### src/rtl/trap_ctrl.sv
// Exception/MRET commit controller: picks the oldest faulting stage, strobes the
// CSR file, then holds a redirect to the trap vector (or mepc) until the PC accepts it.
module trap_ctrl #(
  parameter int unsigned CNT_W = 16
) (
  input  logic             clk,
  input  logic             rst,
  input  logic             if_exc,
  input  logic [31:0]      if_pc,
  input  logic [31:0]      if_tval,
  input  logic             id_exc,
  input  logic [31:0]      id_pc,
  input  logic [31:0]      id_tval,
  input  logic             mem_exc,
  input  logic             mem_store,
  input  logic [31:0]      mem_pc,
  input  logic [31:0]      mem_tval,
  input  logic             mret_req,
  input  logic [31:0]      trap_vector_addr,
  input  logic [31:0]      mepc,
  input  logic             redirect_ack,
  output logic             e_raised,
  output logic [3:0]       e_cause,
  output logic [31:0]      e_pc,
  output logic [31:0]      e_tval,
  output logic             is_mret,
  output logic             flush,
  output logic             stall,
  output logic             redirect_valid,
  output logic [31:0]      redirect_pc,
  output logic [CNT_W-1:0] trap_count
);

  typedef enum logic [1:0] {
    IDLE,
    COMMIT,
    MRET,
    REDIRECT
  } state_t;

  state_t state, state_next;
  logic   any_exc;

  assign any_exc = if_exc | id_exc | mem_exc;

  always_comb begin
    state_next = state;
    unique case (state)
      IDLE: begin
        if (any_exc)       state_next = COMMIT;
        else if (mret_req) state_next = MRET;
      end
      COMMIT:   state_next = REDIRECT;
      MRET:     state_next = REDIRECT;
      REDIRECT: if (redirect_ack) state_next = IDLE;
      default:  state_next = IDLE;
    endcase
  end

  // Strobes and pipeline controls come purely from state, so no request input
  // can reach an output combinationally.
  always_comb begin
    e_raised       = 1'b0;
    is_mret        = 1'b0;
    flush          = 1'b0;
    stall          = 1'b0;
    redirect_valid = 1'b0;
    unique case (state)
      COMMIT: begin
        e_raised = 1'b1;
        flush    = 1'b1;
        stall    = 1'b1;
      end
      MRET: begin
        is_mret = 1'b1;
        flush   = 1'b1;
        stall   = 1'b1;
      end
      REDIRECT: begin
        redirect_valid = 1'b1;
        flush          = 1'b1;
        stall          = 1'b1;
      end
      default: ;
    endcase
  end

  always_ff @(posedge clk) begin
    if (rst) begin
      state       <= IDLE;
      e_cause     <= '0;
      e_pc        <= '0;
      e_tval      <= '0;
      trap_count  <= '0;
      redirect_pc <= 32'h0001_0000;
    end else begin
      state <= state_next;
      if (state == IDLE && any_exc) begin
        // Oldest stage wins; the counter is bumped as the trap enters COMMIT so
        // the new count is visible alongside e_raised.
        if (mem_exc) begin
          e_cause <= mem_store ? 4'd6 : 4'd4;
          e_pc    <= mem_pc;
          e_tval  <= mem_tval;
        end else if (id_exc) begin
          e_cause <= 4'd2;
          e_pc    <= id_pc;
          e_tval  <= id_tval;
        end else begin
          e_cause <= 4'd0;
          e_pc    <= if_pc;
          e_tval  <= if_tval;
        end
        if (trap_count != '1) trap_count <= trap_count + 1'b1;
      end
      if (state == COMMIT) redirect_pc <= trap_vector_addr;
      if (state == MRET)   redirect_pc <= mepc;
    end
  end

endmodule

### config.mk
export PLATFORM = sky130hd
export DESIGN_NAME = trap_ctrl
export DESIGN_NICKNAME = d
export VERILOG_FILES = /design/src/rtl/trap_ctrl.sv
export SDC_FILE = /design/constraint.sdc
export NUM_CORES = 1
export LEC_CHECK = 0
export CORE_AREA = 2 2 151 153
export DETAILED_ROUTE_END_ITERATION = 7
export DIE_AREA = 0 0 153 155
export GPL_ROUTABILITY_DRIVEN = 0
export PLACE_DENSITY = 0.67
export SYNTH_ARGS = -nofsm -noshare
export SYNTH_HDL_FRONTEND = slang
export SYNTH_SLANG_ARGS = --single-unit
### constraint.sdc
create_clock -name clk -period 2.8 [get_ports clk]
set_clock_uncertainty 0.05 [all_clocks]
set_input_delay 0.42 -clock clk [delete_from_list [all_inputs] [get_ports clk]]
set_output_delay 0.42 -clock clk [all_outputs]
set_load 0.005 [all_outputs]
### After elaboration in Yosys (flattened, before gate mapping)

Cells that the tools add are included.

| cells by class | value |
|---|---|
| shift-type cells | 0 |
| $lt $le $gt $ge | 0 |
| reductions and logical operators | 7 |
| multipliers | 0 |
| multiplexer cells | 17 |
| equal/unequal tests | 6 |
| bitwise gates (word level) | 2 |
| divide/modulo/power cells | 0 |
| add/sub/neg operators | 1 |

Operators with widths:

| kind | number |
|---|---|
| 32-bit two-way mux | 6 |
| 16-bit by 1-bit adder with 16-bit output, second input constant | 1 |
| 16-bit != test, second input constant | 1 |
| 2-bit two-way mux | 5 |
| 2-bit one-hot mux with 3 select lines | 1 |
| 2-bit == test, second input constant | 2 |
| 1-bit two-way mux | 4 |
| 2-bit AND reduction | 2 |
| 3-bit two-way mux | 1 |
| 3-bit != test, second input constant | 1 |
| 3-bit OR reduction | 1 |
| 2-bit by 1-bit == test with 1-bit output, second input constant | 1 |
| 2-bit logical NOT | 1 |
| 2-bit != test, second input constant | 1 |
| 1-bit OR | 2 |
| 2-bit nonzero test | 1 |
| 2-bit OR reduction | 1 |
| 1-bit logical AND | 1 |

| word-level totals | value |
|---|---|
| output and inout bits | 121 |
| word-level logic and storage cells | 39 |
| input bits | 264 |
| memories | 0 |
| RAM bits | 0 |
| register bits | 118 |
| memory bits (read-only) | 0 |
| bits in latches | 0 |

### Logic depth before layout (Yosys ltp)

| logic depth | value |
|---|---|
| depth in word-level cells | 4 |
| mapped depth | 8 |
| depth with buffers taken out | 6 |

### Least setup slack after synthesis

Ideal clock, no wire load.

| path | value |
|---|---|
| kind | register to register |
| start | register state[0] |
| end | register trap_count[15] |
| arrival | 1823 ps |
| cell stages (with the launch flop) | 9 |
| slack | 806 ps |
| path buffers | 2 |
| clock period less this slack | 1994 ps |
| required time | 2629 ps |
| setup time | 121 ps |
| path through | dfxtp_1 > inv_1 > ha_1 > o31a_1 > buf_4 > nand4_2 > buf_6 > nor4_1 > mux2_2 |

| between the ends | value |
|---|---|
| word-level cells in the longest chain between the ends | 3 |

Ends and longest elaborated chain:

| item | RTL line | RTL |
|---|---|---|
| start: declaration | 41 | `state_t state, state_next;` |
| start signal: assignment | 97 | `state <= state_next;` |
| 2-bit logical NOT | 98 | `if (state == IDLE && any_exc) begin` |
| 1-bit logical AND | 98 |  |
| 2-bit AND reduction (no line) | -- |  |
| end signal: assignment | 114 | `if (trap_count != '1) trap_count <= trap_count + 1'b1;` |
| end: declaration | 31 | `output logic [CNT_W-1:0] trap_count` |

No other way between the ends.
A chain may end at the register's enable or synchronous reset.

### Worst setup path in the final report

| path | value |
|---|---|
| start | register state[1] |
| end | output port stall |

| between the ends | value |
|---|---|
| word-level cells in the longest chain between the ends | 3 |
| elaborated cells on any way between the ends | 5 |
| classes of those cells | eq/ne (3); mux (1); reduce/logical (1) |

Ends and longest elaborated chain:

| item | RTL line | RTL |
|---|---|---|
| 2-bit by 1-bit == test with 1-bit output or 2-bit == test (tied branches) | 68 | `unique case (state)` |
| 3-bit OR reduction (no line) (*) | -- |  |
| 1-bit two-way mux (*) | 68 |  |
| end: declaration | 28 | `output logic stall,` |

Mark *: on every way between the ends. The rest lies on a longest branch, timed or not.

==> flow_summary.ini <==
[grt]
antenna_found_initial = 0
overflow = 0
grt_pass1_vias = 6358
grt_pass1_wl_um = 34200
groute.usage.overall_pct = 18.1
grt_max_degree = 121

[worst_hold_path]
hp-class = register to register
holdCritStartpoint = e_tval[13]
hold_end = e_tval[13]
whs_path_depth = 2

[yosys]
syn-cell-area_um2 = 6010
yosysWarnings = 0
yosys_register_bits = 116
avgSynthCellArea_um2 = 7.78
ys_seq_area_share_pct = 38.7
yosys.area.top_type = dfxtp_1
yosysTopAreaCellShare_pct = 38.7
syn_inst = 772
ys_types = 37
synthTopCellsByArea = dfxtp_1 39%, mux2i_1 17%, nand2_1 12%

[clocking]
clockBufferDepth = 2
postCtsHoldBufs = 0
cts_buffers = 17
cts_resized = 0
cts_tree = done
clock_latency_ps = 400
cts.sinks = 116
clock_tree.root_cell = clkbuf_16
cts_htree_levels = 4
post-cts-setup-buffer-count = 0
cts.clk_slew.worst_paths_ps = 50

[placed_design]
port_buffers = 382
dp_hpwl_um = 16700
dp_slack_ps = 441

[timing]
slew_headroom_pct = 34.0
post-route-min-period_ps = 2190
tightestPinTransition_ps = 991
tns_ps = 0
hold_viol = 0
rsz0062_at_grt = false
max_freq_mhz = 456
timing.final.ws_setup_ps = 608
setup_viol = 0
fin_crit_sh_pct = 78.3
slew_viol_final = 0

[drt]
ant_nets = 0
routed_wl_um = 22100
avgViaCountPerCell = 4.58
drtIter0Drc = 215
vias = 6506
drc = 0
firstDrtPassIters = 5
wire_per_inst_um = 15.6

[die]
rows = 55
dieArea_um2 = 23700
initial_core_util_pct = 27.0
num_io_pins = 385
core_area_um2 = 22200
die_w_um = 153
die_h_um = 155

[cells_and_area]
final_cell_mix = 379 x clkdlybuf4s50_1, 199 x nand2_1, 116 x dfxtp_1
final_nets = 1392
n_antenna_cell = 0
syn_to_final_growth_pct = 77.9
layout_commonest_cell = clkdlybuf4s50_1
layout-drive-gt1-share_pct = 5.03
fin_util_pct = 48.1

[run]
maxCapViolations = 0

[critical_path]
cp_max_fo = 4
r2r-start = state[1]
critPathKind = register to output pin
reg2reg_slack_ps = 780
cp-start-kind = register
worstPathArrival_ps = 1720
r2r_end = trap_count[15]
crit_required_ps = 2330
reg2reg_depth = 6
end_kind = output pin

[pwr]
power_mw = 7.87
leakagePower_nw = 4.06
p_per_area_nw_per_um2 = 737
vdd.ir_drop.worst_mv = 0.494

[outcome]
outcome = complete, no violations
metrics by stage:
step,hold slack [ps],area [um^2],std cells
3_3_place_gp,391,10000,1388
2_1_floorplan,403,6010,773
6_report,400,10700,1419
5_1_grt,414,10700,1419
4_1_cts,403,10700,1419
3_5_place_dp,396,10000,1388
synthesized netlist by cell type, drive strengths merged:
master,n
and4,1
nor4,4
and2,1
a41oi,1
a22oi,1
nand2,199
nand4,6
and3,1
or2,1
or3,1
inv,7
buf,27
mux2i,99
a211oi,32
o21ai,65
a21oi,79
conb,1
dfxtp,116
o31ai,8
clkbuf,39
a32oi,1
nor2b,5
nand3,4
nand2b,4
o31a,1
or4,8
a311oi,1
mux2,4
nor2,44
ha,6
nor3,5
worst max-delay path, cell delays in order (launching register included):
cell             delay (ps)
dfxtp_1                 400
inv_1                   110
ha_2                    210
inv_1                    90
clkdlybuf4s50_1         510
final cells by class:
type | instances | area (um^2)
Clock buffer | 22 | 464
Clock inverter | 9 | 176
Fill cell | 2199 | 11500
Inverter | 7 | 26.3
Multi-Input combinational cell | 584 | 3380
Sequential cell | 116 | 2320
Tap cell | 285 | 357
Timing Repair Buffer | 396 | 3960
how the worst max path moves through the flow:
stage                   from              to  slack [ps]
floorplan           state[0]  trap_count[15]         810
global placement      if_exc   trap_count[2]         440
detailed placement    if_exc   trap_count[2]         440
CTS                 state[1]           stall         590
global route        state[0]           flush         520
finish              state[1]           stall         610
kinds of logic after synthesis:
logic type	share of synthesized area [%]
AOI/OAI and AO/OA	17.7
adders and majority gates	1.25
buffers and inverters	5.29
DFF	38.7
muxes	17.2
other	0.0624
and+or+nand+nor	19.8
state kept, by name, summed over array words and instances, names as in the netlist:
register,cells
e_pc,32
e_tval,32
redirect_pc,32
trap_count,16
e_cause,2
state,2
metal layers:
metal / share of wire (%) / track usage, %
met1: 39 / 19.7
met2: 49 / 32.0
met3: 9.6 / 7.60
met4: 1.8 / 5.91
met5: 0 / 0
power breakdown:
part / internal, mW / leakage, nW / switching, mW
Combinational: 1.70 / 2.79 / 1.43
Clock: 1.62 / 0.310 / 0.764
Sequential: 2.10 / 0.955 / 0.257
Total: 5.42 / 4.06 / 2.45
Power figures use the tool's default switching activity.
